File: src/rtl/ps2_pkg.sv
// Shared PS/2 definitions: transmitter FSM states, completion codes and common mouse commands.
package ps2_pkg;

  typedef enum logic [2:0] {
    IDLE,
    INHIBIT,
    REQ,
    DATA,
    ACK,
    WAIT_IDLE
  } ps2_state_e;

  localparam logic [1:0] ERR_NONE    = 2'b00;
  localparam logic [1:0] ERR_TIMEOUT = 2'b01;
  localparam logic [1:0] ERR_NACK    = 2'b10;

  localparam logic [7:0] CMD_RESET  = 8'hFF;
  localparam logic [7:0] CMD_ENABLE = 8'hF4;

  function automatic logic odd_parity(input logic [7:0] d);
    return ~^d;
  endfunction

endpackage

File: src/rtl/ps2_host_tx_if.sv
// Command-side bus of the PS/2 host transmitter: byte request handshake, completion status and FSM state.
// Handshake: a byte transfers on a clock edge where iValid && oReady; oDone pulses once per accepted byte
// with oErr/oErrCode valid in that same cycle.
interface ps2_host_tx_if;
  import ps2_pkg::*;

  logic [7:0] iData;
  logic       iValid;
  logic       oReady;
  logic       oBusy;
  logic       oDone;
  logic       oErr;
  logic [1:0] oErrCode;
  ps2_state_e dbg_state;

  modport slave (
    input  iData, iValid,
    output oReady, oBusy, oDone, oErr, oErrCode, dbg_state
  );

  modport master (
    output iData, iValid,
    input  oReady, oBusy, oDone, oErr, oErrCode, dbg_state
  );

endinterface

File: src/rtl/ps2_edge_sync.sv
// PS/2 pad synchroniser with falling-edge detect on ps2clk; shared with the mouse receiver.
// Define PS2_TX_CLK_FILTER_EN to add a FILTER_LEN-sample stability filter on the clock.
module ps2_edge_sync #(
  parameter int FILTER_LEN = 4
) (
  input  logic clk_i,
  input  logic rst_ni,
  input  logic ps2_clk_i,
  input  logic ps2_data_i,
  output logic clk_o,
  output logic data_o,
  output logic fall_o
);

  logic [1:0] clk_sync_q;
  logic [1:0] data_sync_q;
  logic       clk_prev_q;
  logic       clk_lvl;

  // Reset to the idle-bus level so leaving reset never fakes a falling edge.
  always_ff @(posedge clk_i or negedge rst_ni) begin
    if (!rst_ni) begin
      clk_sync_q  <= 2'b11;
      data_sync_q <= 2'b11;
      clk_prev_q  <= 1'b1;
    end else begin
      clk_sync_q  <= {clk_sync_q[0], ps2_clk_i};
      data_sync_q <= {data_sync_q[0], ps2_data_i};
      clk_prev_q  <= clk_lvl;
    end
  end

`ifdef PS2_TX_CLK_FILTER_EN
  localparam int CntW = (FILTER_LEN > 1) ? $clog2(FILTER_LEN) : 1;

  logic            filt_q;
  logic [CntW-1:0] filt_cnt_q;

  // The level flips only once FILTER_LEN consecutive samples disagree with it.
  always_ff @(posedge clk_i or negedge rst_ni) begin
    if (!rst_ni) begin
      filt_q     <= 1'b1;
      filt_cnt_q <= '0;
    end else if (clk_sync_q[1] == filt_q) begin
      filt_cnt_q <= '0;
    end else if (filt_cnt_q == CntW'(FILTER_LEN - 1)) begin
      filt_q     <= clk_sync_q[1];
      filt_cnt_q <= '0;
    end else begin
      filt_cnt_q <= filt_cnt_q + 1'b1;
    end
  end

  assign clk_lvl = filt_q;
`else
  assign clk_lvl = clk_sync_q[1];
`endif

  assign clk_o  = clk_lvl;
  assign data_o = data_sync_q[1];
  assign fall_o = clk_prev_q & ~clk_lvl;

endmodule

File: src/rtl/ps2_host_tx.sv
// PS/2 host-to-device command transmitter driving ps2clk/ps2data open-drain via output enables.
// Optional clock glitch filter is enabled with PS2_TX_CLK_FILTER_EN (see ps2_edge_sync).
module ps2_host_tx
  import ps2_pkg::*;
#(
  parameter int CLK_FREQ_HZ = 100000000,
  parameter int INHIBIT_US  = 100,
  parameter int TIMEOUT_US  = 15000,
  parameter int FILTER_LEN  = 4
) (
  input  logic          iBusClk,
  input  logic          iRstN,
  ps2_host_tx_if.slave  bus,
  input  logic          iPs2Clk,
  input  logic          iPs2Data,
  output logic          oPs2ClkOe,
  output logic          oPs2DataOe
);

  localparam int INH_CYC = CLK_FREQ_HZ / 1000000 * INHIBIT_US;
  localparam int TO_CYC  = CLK_FREQ_HZ / 1000000 * TIMEOUT_US;
  localparam int INH_W   = (INH_CYC > 1) ? $clog2(INH_CYC) : 1;
  localparam int TO_W    = (TO_CYC > 1) ? $clog2(TO_CYC) : 1;

  logic clk_lvl;
  logic data_lvl;
  logic fall;

  ps2_edge_sync #(
    .FILTER_LEN (FILTER_LEN)
  ) u_edge_sync (
    .clk_i      (iBusClk),
    .rst_ni     (iRstN),
    .ps2_clk_i  (iPs2Clk),
    .ps2_data_i (iPs2Data),
    .clk_o      (clk_lvl),
    .data_o     (data_lvl),
    .fall_o     (fall)
  );

  ps2_state_e       state_q;
  logic [7:0]       shreg_q;
  logic             par_q;
  logic [3:0]       bit_cnt_q;
  logic [INH_W-1:0] inh_cnt_q;
  logic [TO_W-1:0]  to_cnt_q;
  logic             nack_q;
  logic             clk_oe_q;
  logic             data_oe_q;
  logic             ready_q;
  logic             busy_q;
  logic             done_q;
  logic             err_q;
  logic [1:0]       err_code_q;

  logic counting;
  logic to_hit;

  assign counting = (state_q == REQ) || (state_q == DATA) ||
                    (state_q == ACK) || (state_q == WAIT_IDLE);
  assign to_hit   = (to_cnt_q == TO_W'(TO_CYC - 1));

  always_ff @(posedge iBusClk or negedge iRstN) begin
    if (!iRstN) begin
      state_q    <= IDLE;
      shreg_q    <= '0;
      par_q      <= 1'b0;
      bit_cnt_q  <= '0;
      inh_cnt_q  <= '0;
      to_cnt_q   <= '0;
      nack_q     <= 1'b0;
      clk_oe_q   <= 1'b0;
      data_oe_q  <= 1'b0;
      ready_q    <= 1'b1;
      busy_q     <= 1'b0;
      done_q     <= 1'b0;
      err_q      <= 1'b0;
      err_code_q <= ERR_NONE;
    end else begin
      done_q <= 1'b0;
      if (counting) begin
        to_cnt_q <= fall ? '0 : to_cnt_q + 1'b1;
      end

      // A silent device wins over an edge landing in the same cycle.
      if (counting && to_hit) begin
        clk_oe_q   <= 1'b0;
        data_oe_q  <= 1'b0;
        done_q     <= 1'b1;
        err_q      <= 1'b1;
        err_code_q <= ERR_TIMEOUT;
        busy_q     <= 1'b0;
        state_q    <= IDLE;
      end else begin
        case (state_q)
          IDLE: begin
            ready_q <= 1'b1;
            busy_q  <= 1'b0;
            if (bus.iValid && ready_q) begin
              shreg_q    <= bus.iData;
              par_q      <= odd_parity(bus.iData);
              clk_oe_q   <= 1'b1;
              inh_cnt_q  <= '0;
              nack_q     <= 1'b0;
              err_q      <= 1'b0;
              err_code_q <= ERR_NONE;
              ready_q    <= 1'b0;
              busy_q     <= 1'b1;
              state_q    <= INHIBIT;
            end
          end
          // ps2clk is held low for INH_CYC cycles; the start bit goes low on the last of them.
          INHIBIT: begin
            inh_cnt_q <= inh_cnt_q + 1'b1;
            to_cnt_q  <= '0;
            bit_cnt_q <= '0;
            if (inh_cnt_q == INH_W'(INH_CYC - 2)) begin
              data_oe_q <= 1'b1;
            end
            if (inh_cnt_q == INH_W'(INH_CYC - 1)) begin
              clk_oe_q <= 1'b0;
              state_q  <= REQ;
            end
          end
          REQ, DATA: begin
            if (fall) begin
              bit_cnt_q <= bit_cnt_q + 4'd1;
              state_q   <= DATA;
              if (bit_cnt_q < 4'd8) begin
                data_oe_q <= ~shreg_q[0];
                shreg_q   <= {1'b0, shreg_q[7:1]};
              end else if (bit_cnt_q == 4'd8) begin
                data_oe_q <= ~par_q;
              end else begin
                data_oe_q <= 1'b0;
                state_q   <= ACK;
              end
            end
          end
          ACK: begin
            if (fall) begin
              nack_q  <= data_lvl;
              state_q <= WAIT_IDLE;
            end
          end
          WAIT_IDLE: begin
            if (clk_lvl && data_lvl) begin
              done_q     <= 1'b1;
              err_q      <= nack_q;
              err_code_q <= nack_q ? ERR_NACK : ERR_NONE;
              busy_q     <= 1'b0;
              state_q    <= IDLE;
            end
          end
          default: state_q <= IDLE;
        endcase
      end
    end
  end

  assign oPs2ClkOe     = clk_oe_q;
  assign oPs2DataOe    = data_oe_q;
  assign bus.oReady    = ready_q;
  assign bus.oBusy     = busy_q;
  assign bus.oDone     = done_q;
  assign bus.oErr      = err_q;
  assign bus.oErrCode  = err_code_q;
  assign bus.dbg_state = state_q;

endmodule

File: src/flat_wrapper.sv
// flat-port wrapper written by rule: the top's interface ports become plain ports
module ps2_host_tx_flat import ps2_pkg::*;
#(
  parameter int CLK_FREQ_HZ = 100000000,
  parameter int INHIBIT_US  = 100,
  parameter int TIMEOUT_US  = 15000,
  parameter int FILTER_LEN  = 4
)
  (iBusClk, iRstN, iPs2Clk, iPs2Data, oPs2ClkOe, oPs2DataOe, bus_iData, bus_iValid, bus_oReady, bus_oBusy, bus_oDone, bus_oErr, bus_oErrCode, bus_dbg_state);
  ps2_host_tx_if bus_i ();
  input  logic iBusClk;
  input  logic iRstN;
  input  logic iPs2Clk;
  input  logic iPs2Data;
  output logic oPs2ClkOe;
  output logic oPs2DataOe;
  input wire logic [$bits(bus_i.iData)-1:0] bus_iData;
  input wire logic [$bits(bus_i.iValid)-1:0] bus_iValid;
  output wire logic [$bits(bus_i.oReady)-1:0] bus_oReady;
  output wire logic [$bits(bus_i.oBusy)-1:0] bus_oBusy;
  output wire logic [$bits(bus_i.oDone)-1:0] bus_oDone;
  output wire logic [$bits(bus_i.oErr)-1:0] bus_oErr;
  output wire logic [$bits(bus_i.oErrCode)-1:0] bus_oErrCode;
  output wire logic [$bits(bus_i.dbg_state)-1:0] bus_dbg_state;
  assign bus_i.iData = bus_iData;
  assign bus_i.iValid = bus_iValid;
  assign bus_oReady = bus_i.oReady;
  assign bus_oBusy = bus_i.oBusy;
  assign bus_oDone = bus_i.oDone;
  assign bus_oErr = bus_i.oErr;
  assign bus_oErrCode = bus_i.oErrCode;
  assign bus_dbg_state = bus_i.dbg_state;
  ps2_host_tx #(.CLK_FREQ_HZ(CLK_FREQ_HZ), .INHIBIT_US(INHIBIT_US), .TIMEOUT_US(TIMEOUT_US), .FILTER_LEN(FILTER_LEN)) u_core (.iBusClk(iBusClk), .iRstN(iRstN), .bus(bus_i), .iPs2Clk(iPs2Clk), .iPs2Data(iPs2Data), .oPs2ClkOe(oPs2ClkOe), .oPs2DataOe(oPs2DataOe));
endmodule
File: config.mk
export PLATFORM = sky130hd
export DESIGN_NAME = ps2_host_tx_flat
export DESIGN_NICKNAME = d
export VERILOG_FILES = /design/src/rtl/ps2_pkg.sv /design/src/rtl/ps2_host_tx_if.sv /design/src/rtl/ps2_edge_sync.sv /design/src/rtl/ps2_host_tx.sv /design/src/flat_wrapper.sv
export SDC_FILE = /design/constraint.sdc
export NUM_CORES = 1
export LEC_CHECK = 0
export ABC_AREA = 1
export CAP_MARGIN = 20
export CORE_ASPECT_RATIO = 1.5
export CORE_UTILIZATION = 35
export CTS_CLUSTER_DIAMETER = 60
export DETAILED_ROUTE_END_ITERATION = 7
export GPL_TIMING_DRIVEN = 0
export PLACE_DENSITY = 0.55
export SLEW_MARGIN = 0
export SYNTH_ARGS = -nofsm -noshare
export SYNTH_HDL_FRONTEND = slang
export SYNTH_SLANG_ARGS = --single-unit
File: constraint.sdc
create_clock -name iBusClk -period 4.2 [get_ports iBusClk]
set_input_delay 0.63 -clock iBusClk [delete_from_list [all_inputs] [get_ports iBusClk]]
set_output_delay 0.63 -clock iBusClk [all_outputs]
set_load 0.02 [all_outputs]
# After elaboration in Yosys (flattened, before gate mapping)
# Cells that the tools add are included.
dict set report classes {
  reduce_logical 27
  magnitude_cmp 1
  mux 50
  bitwise_logic 5
  addsub 3
  n_eq_ne 19
}
# operator count
set op_table {}
lappend op_table {{21-bit 2-to-1 mux} 4}
lappend op_table {{14-bit == test, second input constant} 2}
lappend op_table {{14-bit one-hot mux with 2 select lines} 1}
lappend op_table {{3-bit 2-to-1 mux} 8}
lappend op_table {{8-bit 2-to-1 mux} 3}
lappend op_table {{21-bit by 1-bit adder with 21-bit output, second input constant} 1}
lappend op_table {{21-bit == test, second input constant} 1}
lappend op_table {{1-bit 2-to-1 mux} 19}
lappend op_table {{3-bit AND reduction} 6}
lappend op_table {{8-bit one-hot mux with 2 select lines} 1}
lappend op_table {{3-bit one-hot mux with 5 select lines} 1}
lappend op_table {{14-bit by 1-bit adder with 14-bit output, second input constant} 1}
lappend op_table {{14-bit 2-to-1 mux} 1}
lappend op_table {{3-bit by 1-bit inequality test with 1-bit output, second input constant} 4}
lappend op_table {{1-bit one-hot mux with 2 select lines} 5}
lappend op_table {{5-bit AND reduction} 2}
lappend op_table {{3-bit nonzero test} 3}
lappend op_table {{2-bit 2-to-1 mux} 4}
lappend op_table {{2-bit by 1-bit inequality test with 1-bit output, second input constant} 4}
lappend op_table {{4-bit one-hot mux with 2 select lines} 1}
lappend op_table {{2-bit nonzero test} 4}
lappend op_table {{8-bit XNOR reduction} 1}
lappend op_table {{3-bit by 2-bit == test with 1-bit output, second input constant} 2}
lappend op_table {{3-bit == test, second input constant} 2}
lappend op_table {{16 further kinds} 24}
dict set report totals {
  out_inout_bits 11
  word_cells 122
  ff_bits 65
}

# Depth between registers and ports, before layout
# Gate-level depths: netlist (run 1).
dict set report logic_depth {
  ltp_word 7
  ltp_mapped 11
  ltp_nobuf 11
}

# Hierarchy
# Synthesis (run 1) repeated with hierarchy kept, for this count alone.
dict set report hier_totals {
  hier_cells 508
  area_unflattened_um2 3728.6
}
# module area_per_inst_um2 cells_per_inst instances
set modules_own_cells {}
lappend modules_own_cells {ps2_host_tx 3587.2 501 1}
lappend modules_own_cells {ps2_edge_sync 141.4 7 1}

# Worst setup path before layout (run 1)
# Ideal clock, no wire load.
dict set report synth_timing {
  kind {register -> register}
  start {register u_core.state_q[2], in the netlist u_core.bus.dbg_state[2]}
  end {register u_core.to_cnt_q[9]}
  stages_incl_launch_ff 8
  required_ns 4.080
  setup_time_ns 0.120
  path_slack_ns 2.658
  t_arrival_ns 1.421
  path_cell_list {dfrtp_1 > inv_2 > nand2_4 > nand2_4 > nand3_1 > or2_1 > o211ai_1 > inv_1}
}
dict set report synth_via {
  elab_chain_len 7
  word_cells_on_any_way 12
  classes_between {5 x eq/ne; 3 x mux; 4 x reduce/logical}
}
# element line_no
set synth_lines {}
lappend synth_lines {{start: declaration} ps2_host_tx.sv:41} ;# ps2_state_e state_q;
lappend synth_lines {{start signal: assignment} ps2_host_tx.sv:65} ;# state_q <= IDLE;
lappend synth_lines {{start signal: assignment} ps2_host_tx.sv:93} ;# state_q <= IDLE;
lappend synth_lines {{start signal: assignment} ps2_host_tx.sv:109} ;# state_q <= INHIBIT;
lappend synth_lines {{3-bit by 2-bit == test with 1-bit output} ps2_host_tx.sv:59} ;# assign counting = (state_q == REQ) || (state_q == DATA) ||
lappend synth_lines {{1-bit logical OR (2 in a row)} ps2_host_tx.sv:59}
lappend synth_lines {{1-bit logical OR} ps2_host_tx.sv:60} ;# (state_q == ACK) || (state_q == WAIT_IDLE);
lappend synth_lines {{21-bit 2-to-1 mux} ps2_host_tx.sv:81} ;# if (counting) begin
lappend synth_lines {{21-bit 2-to-1 mux} ps2_host_tx.sv:95} ;# case (state_q)
lappend synth_lines {{21-bit 2-to-1 mux *} ps2_host_tx.sv:86} ;# if (counting && to_hit) begin
lappend synth_lines {{end signal: assignment} ps2_host_tx.sv:82} ;# to_cnt_q <= fall ? '0 : to_cnt_q + 1'b1;
lappend synth_lines {{end: declaration} ps2_host_tx.sv:46} ;# logic [TO_W-1:0] to_cnt_q;
# Every way passes the cells marked *; elsewhere a longest branch is shown, timed or not.
# A chain may end at the register's enable or synchronous reset.

# Final worst setup path (run 1)
dict set report layout_timing {
  start {register u_core.state_q[2], in the netlist u_core.bus.dbg_state[2]}
  end {output bus_dbg_state[2]}
}
# element line_no
set layout_rtl {}
lappend layout_rtl {{end: declaration} flat_wrapper.sv:24} ;# output wire logic [$bits(bus_i.dbg_state)-1:0] bus_dbg_state;
# No word-level cell between the ends.

==> flow_metrics.tcl, run 1 <==
set metrics [dict create \
    status "finished, final reports clean" \
    fin_tns_setup_ps 0 \
    antenna_left 0 \
    critPathBufInv 1 \
    skew_ps 9.26 \
    finalMaxSlewViolations 0 \
    ios 24 \
    syn_nets 513 \
    required_ps 3570 \
    start_util_pct 36.3 \
    ctsResizeCount 0 \
    overflow 0 \
    crit_path_start_kind "flop" \
    vias 3208 \
    ys_ff_latch 65 \
    relSlewSlack_pct 44.9 \
    power_density_nw_per_um2 609 \
    clock_path_buffers 2 \
    cp_slowest_cell "clkdlybuf4s50_1" \
    antenna_found_initial 0 \
    dp_hpwl_um 6130 \
    power.leakage_nw 2.08 \
    post_cts_buffers 0 \
    grt_pass1_vias 3028 \
    ys_seq_area_share_pct 44.2 \
    grt_util_met2_pct 29.1 \
    cts_tree "done" \
    clock-root-buffer "clkbuf_16" \
    port_buffers 23 \
    drt-total-wl_um 8200 \
    die-area_um2 11000 \
    p_switching_w 0.00107 \
    grt_pass1_wl_um 14100 \
    power_frac_seq_pct 35.3 \
    drv_cap 0 \
    pwr-share-comb_pct 39.0 \
    syn_avg_cell_area_um2 7.47 \
    drt-pass1-iter-count 4 \
    core_area_um2 10200 \
    async_flop_share_pct 100 \
    drc 0 \
    end_kind "primary output" \
    ys_types 41 \
    dr.first_iter.drc_count 178 \
    max_slew.worst_pin.slew_ps 826 \
    cpPeakStageDelay_ps 670 \
    drive_gt1_share_pct 10.5 \
    netlist_area_um2 3700 \
    cp_max_fo 7 \
    clock-sinks 65 \
    finalSetupViolCount 0 \
    syn_to_final_growth_pct 18.4 \
    cts-hold-fix-buffers 0 \
    die_w_um 85.9 \
    grt_max_degree 66 \
    wl_per_cell_um 12.1 \
    most-common-layout-cells "nand2_1 (150), nor2_1 (64), dfrtp_1 (59)" \
    period_minus_slack_ps 2150 \
    seqCellArea_um2 1630 \
    drt-vias-per-instance 4.75 \
    multi_input_area_um2 1790 \
    ir_drop_uv 253 \
    yosysWarnings 0 \
    p_int_w 0.00159 \
    power_w 0.00266 \
    layout_worst_path_cycle_share_pct 51.2 \
    num-nets-final 547 \
    antenna_cells 0 \
    numCtsBuffers 9 \
    cpLargestDelayFamily "buffers and inverters" \
    grt.busiest_layer "met2" \
    n_fill_cell 1026 \
    fmax_mhz 465 \
    syn_inst 495 \
    clk_latency_ps 340 \
    clkTransAtPathRegs_ps 50 \
    layout_commonest_cell "nand2_1" \
    pwr-share-clk_pct 25.7 \
    globalRouteMet1Util_pct 19.3 \
    swShare_pct 40.3 \
    synth_ff_type "dfrtp_1" \
    grt_use_met3_pct 2.90 \
    hold_viol 0 \
    h-tree-depth 3 \
    critPathKind "reg2out" \
    grt_usage_pct 16.8 \
    crit_arrival_ps 1520 \
    place_congestion 0.849 \
    path_cells "clkdlybuf4s50_1" \
    timing.hold.worst.class "reg2reg" \
    rows 45 \
    rsz0062_at_grt "no" \
    die_h_um 128 \
    synth_edf_count 0 \
]
path summary, 6_finish.rpt:
path	start	to	slack [ps]	cells after the start
min in group asynchronous	iRstN	u_core.inh_cnt_q[1]	390	1
min reg2reg	u_core.u_edge_sync.data_sync_q[0]	u_core.u_edge_sync.data_sync_q[1]	360	0
min	u_core.u_edge_sync.data_sync_q[0]	u_core.u_edge_sync.data_sync_q[1]	360	0
max	u_core.bus.dbg_state[2]	bus_dbg_state[2]	2050	1
max reg2reg	u_core.to_cnt_q[0]	u_core.bus.oErrCode[0]	2330	10
max in group asynchronous	iRstN	u_core.to_cnt_q[19]	3250	1
power by group through the flow:
stage	registers [W]	logic (W)	clock network (W)
detailed placement	0.000950	0.00105	0
global placement	0.000947	0.00104	0
finish	0.000939	0.00104	0.000686
CTS	0.000940	0.00105	0.000707
global route	0.000964	0.00119	0.000739
floorplan	0.000957	0.000730	0
synthesized netlist by cell type (6+ instances only):
| cell type | instances | area share [%] |
|---|---|---|
| a21oi_1 | 18 | 2.4 |
| dfrtp_1 | 59 | 40 |
| dfstp_2 | 6 | 4.3 |
| inv_1 | 57 | 5.8 |
| nand2_1 | 150 | 15 |
| nand3_1 | 35 | 4.7 |
| nor2_1 | 64 | 6.5 |
| nor2_2 | 6 | 1.0 |
| nor3_1 | 11 | 1.5 |
| o21ai_0 | 10 | 1.4 |
| o22ai_1 | 7 | 1.2 |
| xnor2_1 | 6 | 1.4 |
| xor2_1 | 12 | 2.8 |
final cells by class:
type | instances | area share, %
multi-input combinational | 362 | 40.9
clock buffer | 13 | 5.95
timing repair buffer | 23 | 5.20
sequential | 65 | 37.3
tap | 141 | 4.03
buffer | 4 | 0.715
inverter | 64 | 5.55
clock inverter | 3 | 0.343
per-layer routing:
metal	vias to the layer above	wire, um
li1	1640	-
met1	1503	3490
met2	52	4300
met3	13	214
met4	0	194
met5	-	0
metrics by stage:
step	hold slack (ps)	setup WS (ps)	cell area, um2	cells	utilization (%)
6_report	356	2050	4380	675	42.9
5_1_grt	362	2010	4380	675	42.9
4_1_cts	356	2030	4380	675	42.9
3_5_place_dp	349	1950	4100	659	40.2
3_3_place_gp	348	247	4100	659	40.3
2_1_floorplan	334	2660	3700	495	-
flip-flops by register name, indices dropped and copies added, names as in the netlist, 2 cells and up:
signal,cells
u_core.u_edge_sync.data_sync_q,2
u_core.bus.dbg_state,3
u_core.bit_cnt_q,4
u_core.shreg_q,8
u_core.u_edge_sync.clk_sync_q,2
u_core.to_cnt_q,21
u_core.bus.oErrCode,2
u_core.inh_cnt_q,14
worst register-to-register path, stage by stage (launching register included):
cell and delay (ps):
dfrtp_1 380, ha_1 210, nand2_1 60, nor2_1 240, nand3_1 110, nor2_1 100, nand3_1 220, nand3_1 210
nand2_1 110, nand2_1 70, nand2_1 40
kinds of logic after synthesis:
| group | count (synthesis) | synth area share, % |
|---|---|---|
| buffers and inverters | 68 | 7.41 |
| and+or+nand+nor | 289 | 34.3 |
| adders and majority gates | 5 | 1.69 |
| AOI/OAI and AO/OA | 50 | 8.16 |
| xor gates and xnor gates | 18 | 4.26 |
| DFF | 65 | 44.2 |
Note: power is estimated with default switching activity, not from simulation.
==> inputs of run 2 (changes only) <==
==> constraint.sdc (replaced) <==
create_clock -name iBusClk -period 2.1 [get_ports iBusClk]
set_input_delay 0.315 -clock iBusClk [delete_from_list [all_inputs] [get_ports iBusClk]]
set_output_delay 0.315 -clock iBusClk [all_outputs]
set_load 0.02 [all_outputs]
==> results of run 2 <==
The final DEF is identical to that of run 1. Status: finished, final reports clean.
Main changes from that run: setup slack after placement 1950 ps -> 161 ps; clock-pin slew on the worst setup and hold paths 50 ps -> 60 ps; setup slack after layout 2050 ps -> 228 ps; hold slack 356 ps -> 76.5 ps; start point of the critical path u_core.bus.dbg_state[2] -> u_core.to_cnt_q[0]; end point of the critical path bus_dbg_state[2] -> u_core.bus.oErrCode[0]; register-to-register setup slack 2330 ps -> 230 ps; total power 0.00266 W -> 0.00533 W; worst IR drop on VDD 253 uV -> 506 uV
==> inputs of run 3 (changes only) <==
--- a/config.mk
+++ b/config.mk
@@ -11,8 +11,8 @@
 export CORE_UTILIZATION = 35
 export CTS_CLUSTER_DIAMETER = 60
 export DETAILED_ROUTE_END_ITERATION = 7
+export GPL_ROUTABILITY_DRIVEN = 0
 export GPL_TIMING_DRIVEN = 0
-export PLACE_DENSITY = 0.55
 export SLEW_MARGIN = 0
 export SYNTH_ARGS = -nofsm -noshare
 export SYNTH_HDL_FRONTEND = slang
==> run 3 against run 2 <==
Net effect: clock power rose by 5%; first-iteration DRC count fell by 20%; combinational power barely moved; routed wire length fell by 0.65%; largest power group unchanged; critical path depth did not move; fmax rose by 1.7%; final area rose by 0.43%; count of clock-buffer cells in the layout did not move; global-route usage fell by 0.40 points; die area did not move; sequential share of layout area fell by 0.16 points.
==> flow_metrics.tcl, run 3 (synthesis results as in run 1) <==
set metrics [dict create \
    status "finished, final reports clean" \
    antenna_cells 0 \
    grt_use_met3_pct 3.28 \
    top_regs "u_core.to_cnt_q: 21 flops, u_core.inh_cnt_q: 14 flops, u_core.shreg_q: 8 flops" \
    cp_slowest_cell "dfrtp_1" \
    cp_max_fo 6 \
    drt-vias-per-instance 4.71 \
    final_cell_area_um2 4400 \
    final_cell_count_no_fill 675 \
    relSlewSlack_pct 44.9 \
    most-common-layout-cells "nand2_1 (150), nor2_1 (64), dfrtp_1 (59)" \
    drc 0 \
    finalMaxSlewViolations 0 \
    critPathKind "reg2reg" \
    clock-root-buffer "clkbuf_16" \
    antenna_found_initial 0 \
    dr.first_iter.drc_count 143 \
    ios 24 \
    wl_per_cell_um 12.1 \
    ctsResizeCount 0 \
    drive_gt1_share_pct 10.7 \
    cts-hold-fix-buffers 0 \
    layout_commonest_cell "nand2_1" \
    die-area_um2 11000 \
    fin_tns_setup_ps 0 \
    clock-sinks 65 \
    die_w_um 85.9 \
    drt-pass1-iter-count 4 \
    max_slew.worst_pin.slew_ps 826 \
    post_cts_buffers 0 \
    placedCellCount 659 \
    rsz0062_at_grt "no" \
    rows 45 \
    start_util_pct 36.3 \
    grt_pass1_vias 3276 \
    vias 3177 \
    top_register "u_core.to_cnt_q" \
    layout_worst_path_cycle_share_pct 87.7 \
    core_area_um2 10200 \
    largest_reg_flops 21 \
    antenna_left 0 \
    finalSetupViolCount 0 \
    grt_pass1_wl_um 14100 \
    n_fill_cell 1041 \
    numCtsBuffers 9 \
    power_density_nw_per_um2 1230 \
    hold_ws_ps 75.5 \
    finish.utilization_pct 43.1 \
    ir_drop_uv 464 \
    power.leakage_nw 2.08 \
    place_area_um2 4100 \
    skew_ps 8.74 \
    cpPeakStageDelay_ps 390 \
    drv_cap 0 \
    num-nets-final 547 \
    required_ps 2320 \
    path_cells "ha_1 -> nand2_1 -> nor2_1 -> nand3_1 -> nor2_1 -> nand3_1 -> nand3_1 -> nand2_1 -> nand2_1 -> nand2_1" \
    cpMostUsedCell "nand2_1" \
    grt_usage_pct 16.4 \
    clk_latency_ps 330 \
    die_h_um 128 \
    drt-total-wl_um 8140 \
    crit_path_start_kind "flop" \
    clock_path_buffers 2 \
    overflow 0 \
    port_buffers 23 \
    globalRouteMet1Util_pct 17.1 \
    fmax_mhz 543 \
    cts_tree "done" \
    h-tree-depth 3 \
    period_minus_slack_ps 1840 \
    syn_to_final_growth_pct 18.9 \
    hold_viol 0 \
    dp_hpwl_um 6070 \
    end_kind "flop" \
    clkTransAtPathRegs_ps 60 \
    crit_arrival_ps 2060 \
    timing.hold.worst.class "in2async" \
    grt_util_met2_pct 30.7 \
    grt_max_degree 66 \
    grt.busiest_layer "met2" \
]
## run 3: final timing paths
path / from / slack, ps / depth (start not counted) / endpoint
min reg2reg: u_core.u_edge_sync.clk_sync_q[0] / 350 / 0 / u_core.u_edge_sync.clk_sync_q[1]
min in group iBusClk: u_core.u_edge_sync.clk_sync_q[0] / 350 / 0 / u_core.u_edge_sync.clk_sync_q[1]
max: u_core.to_cnt_q[0] / 260 / 10 / u_core.bus.oErrCode[1]
max reg2reg: u_core.to_cnt_q[0] / 260 / 10 / u_core.bus.oErrCode[1]
min: iRstN / 80 / 1 / u_core.inh_cnt_q[0]
max in group asynchronous: iRstN / 1480 / 1 / u_core.shreg_q[7]
## run 3: final cells by class
class / count / area [um2] / share of cell area [%]
multi-input cells: 362 / 1790 / 40.7
well taps: 141 / 176 / 4.01
repair buffers: 23 / 228 / 5.18
inverters: 64 / 243 / 5.52
clock buffers: 13 / 270 / 6.15
plain buffers: 4 / 31.3 / 0.712
flip-flops and latches: 65 / 1630 / 37.2
clock inverters: 3 / 23.8 / 0.541
## run 3: per-stage QoR
| stage | setup WS (ps) | power, W |
|---|---|---|
| global placement | -1510 | 0.00395 |
| global route | 65.5 | 0.00582 |
| detailed placement | 163 | 0.00400 |
| CTS | 231 | 0.00547 |
| floorplan | 558 | 0.00337 |
| finish | 259 | 0.00541 |
## run 3: per-layer routing
layer  wire, um  share of wire (%)
met3        183                2.2
met5          0                  0
met1       3430                 42
met2       4330                 53
met4        199                2.4
## run 3: worst max-delay path, delay by kind of cell (launching register included)
kind / cells / cell delay, ps
AND/OR/NAND/NOR: 9 / 1130
flip-flops: 1 / 390
adder cells (fa/ha/maj): 1 / 210
## run 3: where the power goes
group	switching, W	internal [W]
clock network	0.000544	0.000897
logic	0.00135	0.000736
registers	0.000296	0.00159
